--- src/rtl/keypad_scanner.sv ---
// 4x4 matrix keypad scanner: walks active-low columns, synchronizes and debounces rows,
// and emits one hex key code per distinct press; multi-key scans are ignored.
module keypad_scanner #(
  parameter int unsigned CLK_HZ         = 100_000_000,
  parameter int unsigned SCAN_HZ        = 1_000,
  parameter int unsigned DEBOUNCE_SCANS = 4
) (
  input  logic       clk,
  input  logic       rst,
  input  logic [3:0] row,
  output logic [3:0] col,
  output logic [3:0] key_code,
  output logic       key_valid,
  output logic       key_held
);

  localparam int unsigned DWELL = CLK_HZ / SCAN_HZ;
  localparam int unsigned DIV_W = (DWELL > 1) ? $clog2(DWELL) : 1;
  localparam int unsigned STB_W = $clog2(DEBOUNCE_SCANS + 1);
  localparam logic [DIV_W-1:0] DIV_MAX = DIV_W'(DWELL - 1);
  localparam logic [STB_W-1:0] STB_MAX = STB_W'(DEBOUNCE_SCANS);

  typedef enum logic [1:0] {ResNone, ResKey, ResMulti} res_e;
  typedef enum logic [0:0] {StIdle, StHeld} state_e;

  function automatic logic [3:0] key_map(input logic [1:0] r, input logic [1:0] c);
    logic [3:0] code;
    unique case ({r, c})
      4'h0: code = 4'h1;  4'h1: code = 4'h2;  4'h2: code = 4'h3;  4'h3: code = 4'hA;
      4'h4: code = 4'h4;  4'h5: code = 4'h5;  4'h6: code = 4'h6;  4'h7: code = 4'hB;
      4'h8: code = 4'h7;  4'h9: code = 4'h8;  4'hA: code = 4'h9;  4'hB: code = 4'hC;
      4'hC: code = 4'h0;  4'hD: code = 4'hF;  4'hE: code = 4'hE;  4'hF: code = 4'hD;
      default: code = 4'h0;
    endcase
    return code;
  endfunction

  logic [3:0]       row_meta_q, row_sync_q;
  logic [DIV_W-1:0] div_q;
  logic [1:0]       col_idx_q, col_idx_d;
  logic [3:0]       col_q;
  logic [1:0]       hits_q, hit_cnt;
  logic [3:0]       first_q, first_code;
  res_e             prev_kind_q, res_kind;
  logic [3:0]       prev_code_q, res_code;
  logic [STB_W-1:0] stable_q, stable_next;
  state_e           state_q, state_d;
  logic [3:0]       key_code_q, key_code_d;
  logic             key_valid_q, key_valid_d;
  logic             key_held_q, key_held_d;
  logic             tick, scan_done, same;

  assign tick      = (div_q == DIV_MAX);
  assign scan_done = tick && (col_idx_q == 2'd3);
  assign col_idx_d = col_idx_q + 2'd1;

  // Fold this column's rows into the running scan; hit count saturates at 2 (MULTI).
  always_comb begin
    hit_cnt    = hits_q;
    first_code = first_q;
    for (int r = 0; r < 4; r++) begin
      if (!row_sync_q[r]) begin
        if (hit_cnt == 2'd0) first_code = key_map(2'(r), col_idx_q);
        if (hit_cnt != 2'd2) hit_cnt = hit_cnt + 2'd1;
      end
    end
    res_kind = (hit_cnt == 2'd0) ? ResNone : ((hit_cnt == 2'd1) ? ResKey : ResMulti);
    res_code = (res_kind == ResKey) ? first_code : 4'h0;
    same     = (res_kind == prev_kind_q) && (res_code == prev_code_q);
    if (!same)                  stable_next = STB_W'(1);
    else if (stable_q == STB_MAX) stable_next = STB_MAX;
    else                        stable_next = stable_q + STB_W'(1);
  end

  always_comb begin
    state_d     = state_q;
    key_code_d  = key_code_q;
    key_valid_d = 1'b0;
    key_held_d  = key_held_q;
    if (scan_done) begin
      unique case (state_q)
        StIdle: begin
          if (res_kind == ResKey && stable_next == STB_MAX) begin
            key_code_d  = res_code;
            key_valid_d = 1'b1;
            key_held_d  = 1'b1;
            state_d     = StHeld;
          end
        end
        StHeld: begin
          if (!(res_kind == ResKey && res_code == key_code_q) && stable_next == STB_MAX) begin
            key_held_d = 1'b0;
            state_d    = StIdle;
          end
        end
        default: state_d = StIdle;
      endcase
    end
  end

  always_ff @(posedge clk or posedge rst) begin
    if (rst) begin
      row_meta_q  <= 4'hF;
      row_sync_q  <= 4'hF;
      div_q       <= '0;
      col_idx_q   <= 2'd0;
      col_q       <= 4'b1110;
      hits_q      <= 2'd0;
      first_q     <= 4'h0;
      prev_kind_q <= ResNone;
      prev_code_q <= 4'h0;
      stable_q    <= '0;
      state_q     <= StIdle;
      key_code_q  <= 4'h0;
      key_valid_q <= 1'b0;
      key_held_q  <= 1'b0;
    end else begin
      row_meta_q  <= row;
      row_sync_q  <= row_meta_q;
      div_q       <= tick ? '0 : div_q + DIV_W'(1);
      state_q     <= state_d;
      key_code_q  <= key_code_d;
      key_valid_q <= key_valid_d;
      key_held_q  <= key_held_d;
      if (tick) begin
        col_idx_q <= col_idx_d;
        col_q     <= ~(4'b0001 << col_idx_d);
        hits_q    <= scan_done ? 2'd0 : hit_cnt;
        first_q   <= scan_done ? 4'h0 : first_code;
      end
      if (scan_done) begin
        prev_kind_q <= res_kind;
        prev_code_q <= res_code;
        stable_q    <= stable_next;
      end
    end
  end

  assign col       = col_q;
  assign key_code  = key_code_q;
  assign key_valid = key_valid_q;
  assign key_held  = key_held_q;

endmodule

--- config.mk ---
export PLATFORM = sky130hd
export DESIGN_NAME = keypad_scanner
export DESIGN_NICKNAME = d
export VERILOG_FILES = /design/src/rtl/keypad_scanner.sv
export SDC_FILE = /design/constraint.sdc
export NUM_CORES = 1
export LEC_CHECK = 0
export ABC_AREA = 1
export BUFFER_PORTS_ARGS = -buffer_cell sky130_fd_sc_hd__buf_2
export CORE_ASPECT_RATIO = 0.7
export CORE_MARGIN = 1
export CORE_UTILIZATION = 59
export DETAILED_ROUTE_END_ITERATION = 10
export PLACE_DENSITY_LB_ADDON = 0.3
export SLEW_MARGIN = 30
export SYNTH_ARGS = -nofsm -noshare
export SYNTH_HDL_FRONTEND = slang
export SYNTH_SLANG_ARGS = --single-unit
--- constraint.sdc ---
create_clock -name clk -period 6.6 [get_ports clk]
set_input_delay 1.32 -clock clk [delete_from_list [all_inputs] [get_ports clk]]
set_output_delay 1.32 -clock clk [all_outputs]
set_load 0.005 [all_outputs]
==> results of run 1 <==
==> metal layers <==
| metal | vias to the layer above | routed length, um | track usage |
|---|---|---|---|
| met3 | 8 | 366 | 0.0502 |
| met4 | 0 | 59 | 0.0565 |
| met2 | 76 | 2510 | 0.348 |
| li1 | 1291 | - | - |
| met5 | - | 0 | 0 |
| met1 | 1178 | 3220 | 0.398 |
==> flip-flops by register name, indices dropped and copies added (netlist names), 3 cells and up <==
signal / cells
row_meta_q: 4
prev_code_q: 4
first_q: 4
row_sync_q: 4
key_code: 4
div_q: 17
col: 4
stable_q: 3
==> synthesized netlist by cell type, types with 6 or more instances <==
cell,n
nand2_1,101
inv_1,68
dfrtp_1,42
nor2_1,36
nand3_1,24
o21ai_0,22
ha_1,14
dfstp_2,11
nand2_2,10
inv_2,9
a21oi_1,7
nand2_4,6
==> area by class of cell <==
cell class / count / area share
multi-input combinational: 267 / 0.432
tap: 69 / 0.0257
inverter: 78 / 0.0888
sequential: 53 / 0.399
clock buffer: 8 / 0.0269
timing repair buffer: 17 / 0.0269
==> cell families (layout without fill, tap and decap cells) <==
logic type,Yosys count,after routing
adder cells (fa/ha/maj),14,14
flip-flops,53,53
AO/OA/AOI/OAI,44,44
buffers and inverters,80,103
XOR/XNOR,3,3
AND/OR/NAND/NOR,206,206
==> worst register-to-register path, delay by kind of cell, from the launching register on <==
family        cells  cell delay [ns]
fa+ha+maj         2             0.49
flops             1             0.38
buf+inv           4             0.33
simple gates     18             2.08
==> power by group <==
part           internal (W)  switching, W
combinational     0.0000194     0.0000474
sequential         0.000329    0.00000186
clock             0.0000858      0.000103
==> through the flow <==
stage / area [sq um] / hold slack [ns]
2_1_floorplan: 3100 / 0.345
3_3_place_gp: 3260 / 0.347
3_5_place_dp: 3260 / 0.348
4_1_cts: 3350 / 0.361
5_1_grt: 3350 / 0.366
6_report: 3350 / 0.360
==> worst max-delay path by stage <==
| stage | slack, ns | endpoint | start | depth (start not counted) |
|---|---|---|---|---|
| after floorplan | 3.62 | key_code[0]$_DFFE_PP0P_ | hits_q[0]$_DFFE_PP0N_ | 26 |
| after global placement | 3.43 | key_held$_DFFE_PP0P_ | hits_q[0]$_DFFE_PP0N_ | 24 |
| after detailed placement | 3.26 | state_q$_DFFE_PP0P_ | hits_q[0]$_DFFE_PP0N_ | 24 |
| after CTS | 3.22 | state_q$_DFFE_PP0P_ | hits_q[0]$_DFFE_PP0N_ | 24 |
| after global routing | 2.89 | state_q$_DFFE_PP0P_ | hits_q[0]$_DFFE_PP0N_ | 24 |
| final | 3.21 | state_q$_DFFE_PP0P_ | hits_q[0]$_DFFE_PP0N_ | 24 |
==> flow_summary_export.csv, run 1 <==
group,metric,value,unit
cells_and_area,multiInputGateArea,1450,sq um
timing,fin_worst_skew,0.00652,ns
synthesis,synth_area,3100,sq um
synthesis,synth-xor-area-share,0.00849,
clock_tree,cts_tree,"built",
cells_and_area,fin_cells,492,
timing,setup_viol,0,
cells_and_area,antenna_cells,0,
cells_and_area,area_growth_syn_to_layout,8.37,%
synthesis,synth_edf_count,0,
timing,fmax,0.295,GHz
clock_tree,cts_resized,0,
clock_tree,cts_root_buffer,"clkbuf_8",
global_routing,grt_usage,0.250,
power,peakVddDrop,0.102,mV
run,cap_violations,0,
synthesis,synth_compound_area_frac,0.0812,
floorplan,io-pin-count,16,
placement,hpwlAfterDp,4540,um
power,power.total,0.000587,W
synthesis,synth_area_leaders,"dfrtp_1 (34%), nand2_1 (12%), dfstp_2 (9.3%)",
critical_path,worstReg2RegStart,"hits_q[0]$_DFFE_PP0N_",
drt,drtIter0Drc,214,
timing,report.final.slew_viol_count,0,
synthesis,synthDistinctLibCells,32,
synthesis,synth_area_per_cell,7.74,sq um
status,status,"finished clean",
critical_path,r2r-end,"state_q$_DFFE_PP0P_",
synthesis,netlist.area_leader.share,0.340,
critical_path,cp_data_required_time,6.81,ns
floorplan,dieHeight,62.6,um
synthesis,synthMuxAreaShare,0,
clock_tree,cts_inserted_buffers,5,
cells_and_area,num-fill-cells,426,
clock_tree,clock_sinks,53,
synthesis,synth.ff_latch_count,53,
clock_tree,postCtsSetupBuffers,0,
critical_path,crit_top_cell,"nand2_1",
critical_path,start_kind,"register",
synthesis,synth_top_family_by_area,"simple AND/OR/NAND/NOR gates",
global_routing,antenna_found_initial,0,
clock_tree,insertion_delay,0.31,ns
timing,hold_viol,0,
synthesis,yosysWarningCount,0,
critical_path,rrSetupSlack,3.21,ns
critical_path,end_kind,"register",
critical_path,path_cells,"inv_1 -> ha_1 -> inv_1 -> nand2_2 -> nand2_4 -> nand3_4 -> nand2_1 -> inv_1 -> ha_1 -> or2_2 -> nand2_2 -> nand3_2 -> nand2_2 -> inv_2 -> nor2_8 -> nand2_4 -> nand2_1 -> nand2_1 -> nor2_2 -> nand3_2 -> nor2_2 -> nand3_1 -> nand2_1 -> nand2_1",
power,leakage,1.74,nW
critical_path,critPathMaxStageDelay,0.38,ns
critical_path,crit_type,"register to register",
global_routing,grt_pass1_wl,10600,um
clock_tree,clk_transition_reported_paths,0.09,ns
synthesis,netlist.top_cell.by_area,"dfrtp_1",
critical_path,cp_top_family,"simple AND/OR/NAND/NOR gates",
placement,gp_congestion,0.913,
drt,antenna_left,0,
synthesis,async_flop_share,1.00,
timing,period_minus_slack,3.39,ns
hold_path,hp-start,"row_meta_q[1]$_DFF_PP1_",
placement,portBuffers,15,
synthesis,yosysSeqAreaShare,0.433,
drt,num_vias,2553,
timing,grt_setup_unrepaired,"no",
global_routing,grt.overflow.total,0,
cells_and_area,drive_gt1_frac,0.182,
cells_and_area,layout_commonest_cell,"nand2_1",
critical_path,cp.arrival,3.60,ns
critical_path,critPathBufInv,4,
drt,drc,0,
cells_and_area,seqCellArea,1340,sq um
drt,drt-total-wl,6160,um
hold_path,hold_class,"register to register",
hold_path,whs_endpoint,"row_sync_q[1]$_DFF_PP1_",
floorplan,start_util,0.630,
power,powerDensity,175,nW/um^2
hold_path,hold-path-cell-count,0,
timing,setup_slack,3.21,ns
floorplan,coreArea,4910,sq um
floorplan,dieArea,5540,sq um
drt,vias_per_cell,5.19,
synthesis,synth-adder-area-share,0.0566,
cells_and_area,final_cell_mix,"nand2_1 (101), inv_1 (67), dfrtp_1 (42)",
floorplan,die_w,88.6,um
critical_path,crit_path_top_delay_cell,"dfrtp_1",
synthesis,syn_inst,400,
global_routing,grt_pass1_vias,2282,
critical_path,reg2regPathDepth,24,
cells_and_area,final_util,0.683,
critical_path,crit_path_max_fanout,9,
timing,relSlewSlack,0.440,
cells_and_area,nNetsFinal,442,
clock_tree,hold_buffers,0,
timing,period_share,0.513,
synthesis,synth-main-ff-cell,"dfrtp_1",
clock_tree,cts_max_level,2,
global_routing,grt_max_degree,54,
drt,dr.pass1.iters,5,
synthesis,synth.net_count,420,
timing,tightest_slew,0.838,ns
timing,fin_setup_tns,0,ns
floorplan,rows,21,
drt,wl_per_cell,12.5,um
placement,dp.cells,484,
clock_tree,clockBufferDepth,2,
synthesis,synthSimpleGateAreaFrac,0.322,
placement,dp_worst_setup_slack,3.26,ns
Power figures use the tool's default switching activity.
==> run 2, diff against run 1 <==
Clock period 6.6 ns to 3.3 ns, I/O delays scaled along.
==> flow_summary_export.csv, run 2 (synthesis gave the netlist of run 1 again) <==
group,metric,value,unit
status,status,"finished clean",
clock_tree,cts_inserted_buffers,5,
placement,dp_worst_setup_slack,-0.0215,ns
cells_and_area,seqCellArea,1340,sq um
timing,relSlewSlack,0.586,
critical_path,start_kind,"register",
cells_and_area,drive_gt1_frac,0.266,
global_routing,grt_pass1_wl,11500,um
placement,gp_congestion,0.904,
critical_path,critPathBufInv,7,
critical_path,crit_type,"register to register",
critical_path,rrSetupSlack,0.12,ns
critical_path,end_kind,"register",
cells_and_area,final_util,0.745,
drt,wl_per_cell,14.2,um
power,leakage,1.86,nW
cells_and_area,num-fill-cells,354,
cells_and_area,fin_cells,509,
floorplan,start_util,0.630,
placement,portBuffers,15,
critical_path,cp_data_required_time,3.51,ns
clock_tree,cts_tree,"built",
cells_and_area,largest_register_ffs,17,
floorplan,dieHeight,62.6,um
floorplan,dieArea,5540,sq um
hold_path,whs_endpoint,"row_sync_q[0]$_DFF_PP1_",
global_routing,antenna_found_initial,0,
clock_tree,cts_root_buffer,"clkbuf_8",
clock_tree,cts_max_level,2,
critical_path,r2r-end,"key_code[1]$_DFFE_PP0P_",
critical_path,reg2regPathDepth,25,
timing,setup_viol,0,
cells_and_area,nNetsFinal,459,
timing,period_share,0.965,
hold_path,hp-start,"row_meta_q[0]$_DFF_PP1_",
critical_path,worstReg2RegStart,"hits_q[0]$_DFFE_PP0N_",
run,cap_violations,0,
drt,dr.pass1.iters,5,
drt,num_vias,2707,
cells_and_area,antenna_cells,0,
power,power.total,0.00136,W
critical_path,cp_top_family,"simple AND/OR/NAND/NOR gates",
cells_and_area,area_growth_syn_to_layout,18.3,%
power,powerDensity,372,nW/um^2
floorplan,rows,21,
timing,hold_viol,0,
drt,drc,0,
clock_tree,clockBufferDepth,2,
timing,fin_worst_skew,0.00949,ns
placement,hpwlAfterDp,4860,um
critical_path,crit_top_cell,"nand2_4",
timing,tightest_slew,0.620,ns
cells_and_area,layout_commonest_cell,"nand2_1",
hold_path,hold-path-cell-count,0,
clock_tree,hold_buffers,0,
timing,report.final.slew_viol_count,0,
timing,fmax,0.314,GHz
critical_path,critPathMaxStageDelay,0.40,ns
hold_path,hold_class,"register to register",
drt,vias_per_cell,5.32,
placement,dp.cells,486,
floorplan,io-pin-count,16,
global_routing,grt_pass1_vias,2478,
drt,antenna_left,0,
clock_tree,clock_sinks,53,
cells_and_area,top_register,"div_q",
timing,setup_slack,0.115,ns
critical_path,cp.arrival,3.39,ns
drt,drt-total-wl,7230,um
floorplan,coreArea,4910,sq um
critical_path,crit_path_max_fanout,7,
drt,drtIter0Drc,265,
global_routing,grt.overflow.total,0,
floorplan,die_w,88.6,um
cells_and_area,final_cell_mix,"nand2_1 (89), inv_1 (62), dfrtp_1 (42)",
global_routing,grt_max_degree,51,
global_routing,grt_usage,0.270,
clock_tree,insertion_delay,0.31,ns
cells_and_area,multiInputGateArea,1580,sq um
power,peakVddDrop,0.257,mV
timing,period_minus_slack,3.18,ns
critical_path,crit_path_top_delay_cell,"dfrtp_1",
clock_tree,clk_transition_reported_paths,0.10,ns
[run 2: cell types whose count changed in the layout (fill, tap and decap cells not counted), moves of 3 or more]
| cell | delta |
|---|---|
| inv_1 | -5 |
| buf_4 | +17 |
| nand2_2 | +5 |
| nand2_4 | +7 |
| nand2_1 | -12 |
| inv_4 | +3 |
[run 2: per-layer routing]
| metal | part of all wire | vias up | track usage |
|---|---|---|---|
| met5 | 0 | - | 0 |
| met4 | 0.020 | 0 | 0.0706 |
| met3 | 0.038 | 17 | 0.0555 |
| met2 | 0.46 | 63 | 0.396 |
| met1 | 0.48 | 1299 | 0.407 |
| li1 | - | 1328 | - |
[run 2: area by class of cell]
class / instances / area share
clock inverters: 3 / 0.0178
flip-flops and latches: 53 / 0.366
repair buffers: 34 / 0.0595
clock buffers: 5 / 0.0188
multi-input cells: 267 / 0.430
inverters: 78 / 0.0841
well taps: 69 / 0.0236
[run 2: worst reg2reg max path, stage by stage, from the launching register on]
cell and delay (ns):
dfrtp_1 0.40, inv_2 0.10, ha_4 0.21, inv_2 0.05
nand2_2 0.07, nand2_4 0.12, nand3_4 0.10, nand2_4 0.10
inv_4 0.04, ha_4 0.14, or2_2 0.32, nand2_4 0.10
nand3_4 0.11, nand2_4 0.13, nand3_2 0.14, nor2_1 0.18
nand2_1 0.07, nand2_1 0.08, nor2_2 0.05, nand3_2 0.11
inv_2 0.05, nand2_4 0.10, inv_8 0.05, buf_4 0.13
o21ai_2 0.12, inv_2 0.04
[run 2: worst max-delay path by stage]
stage / end / slack [ns] / from / depth (start not counted)
global placement: key_code[2]$_DFFE_PP0P_ / 0.12 / hits_q[0]$_DFFE_PP0N_ / 26
detailed placement: key_code[1]$_DFFE_PP0P_ / -0.02 / hits_q[0]$_DFFE_PP0N_ / 25
global route: key_code[2]$_DFFE_PP0P_ / -0.06 / hits_q[0]$_DFFE_PP0N_ / 26
CTS: key_code[1]$_DFFE_PP0P_ / 0.007 / hits_q[0]$_DFFE_PP0N_ / 26
finish: key_code[1]$_DFFE_PP0P_ / 0.12 / hits_q[0]$_DFFE_PP0N_ / 25
floorplan: key_code[0]$_DFFE_PP0P_ / 0.32 / hits_q[0]$_DFFE_PP0N_ / 26
[run 2: what timing repair did]
| item | in CTS | in global routing |
|---|---|---|
| setup buffers | 1 | 14 |
| pin swaps | 2 | 16 |
| endpoints found under the setup margin | 6 | 10 |
| hold endpoints to repair | 0 | 0 |
| gates resized for setup | 8 | 29 |
[run 2: power breakdown]
part	switching (W)	internal [W]	leakage (nW)
logic	0.000123	0.0000651	1.11
registers	0.00000395	0.000658	0.688
clock network	0.000211	0.000301	0.0681
total	0.000338	0.00102	1.86
[run 2: through the flow]
stage / hold slack, ns / setup TNS, ns / area, sq um
after CTS: 0.364 / 0 / 3450
final: 0.365 / 0 / 3660
after detailed placement: 0.354 / -0.0614 / 3280
after global routing: 0.372 / -0.244 / 3660
after global placement: 0.351 / 0 / 3280
after floorplan: 0.345 / 0 / 3100
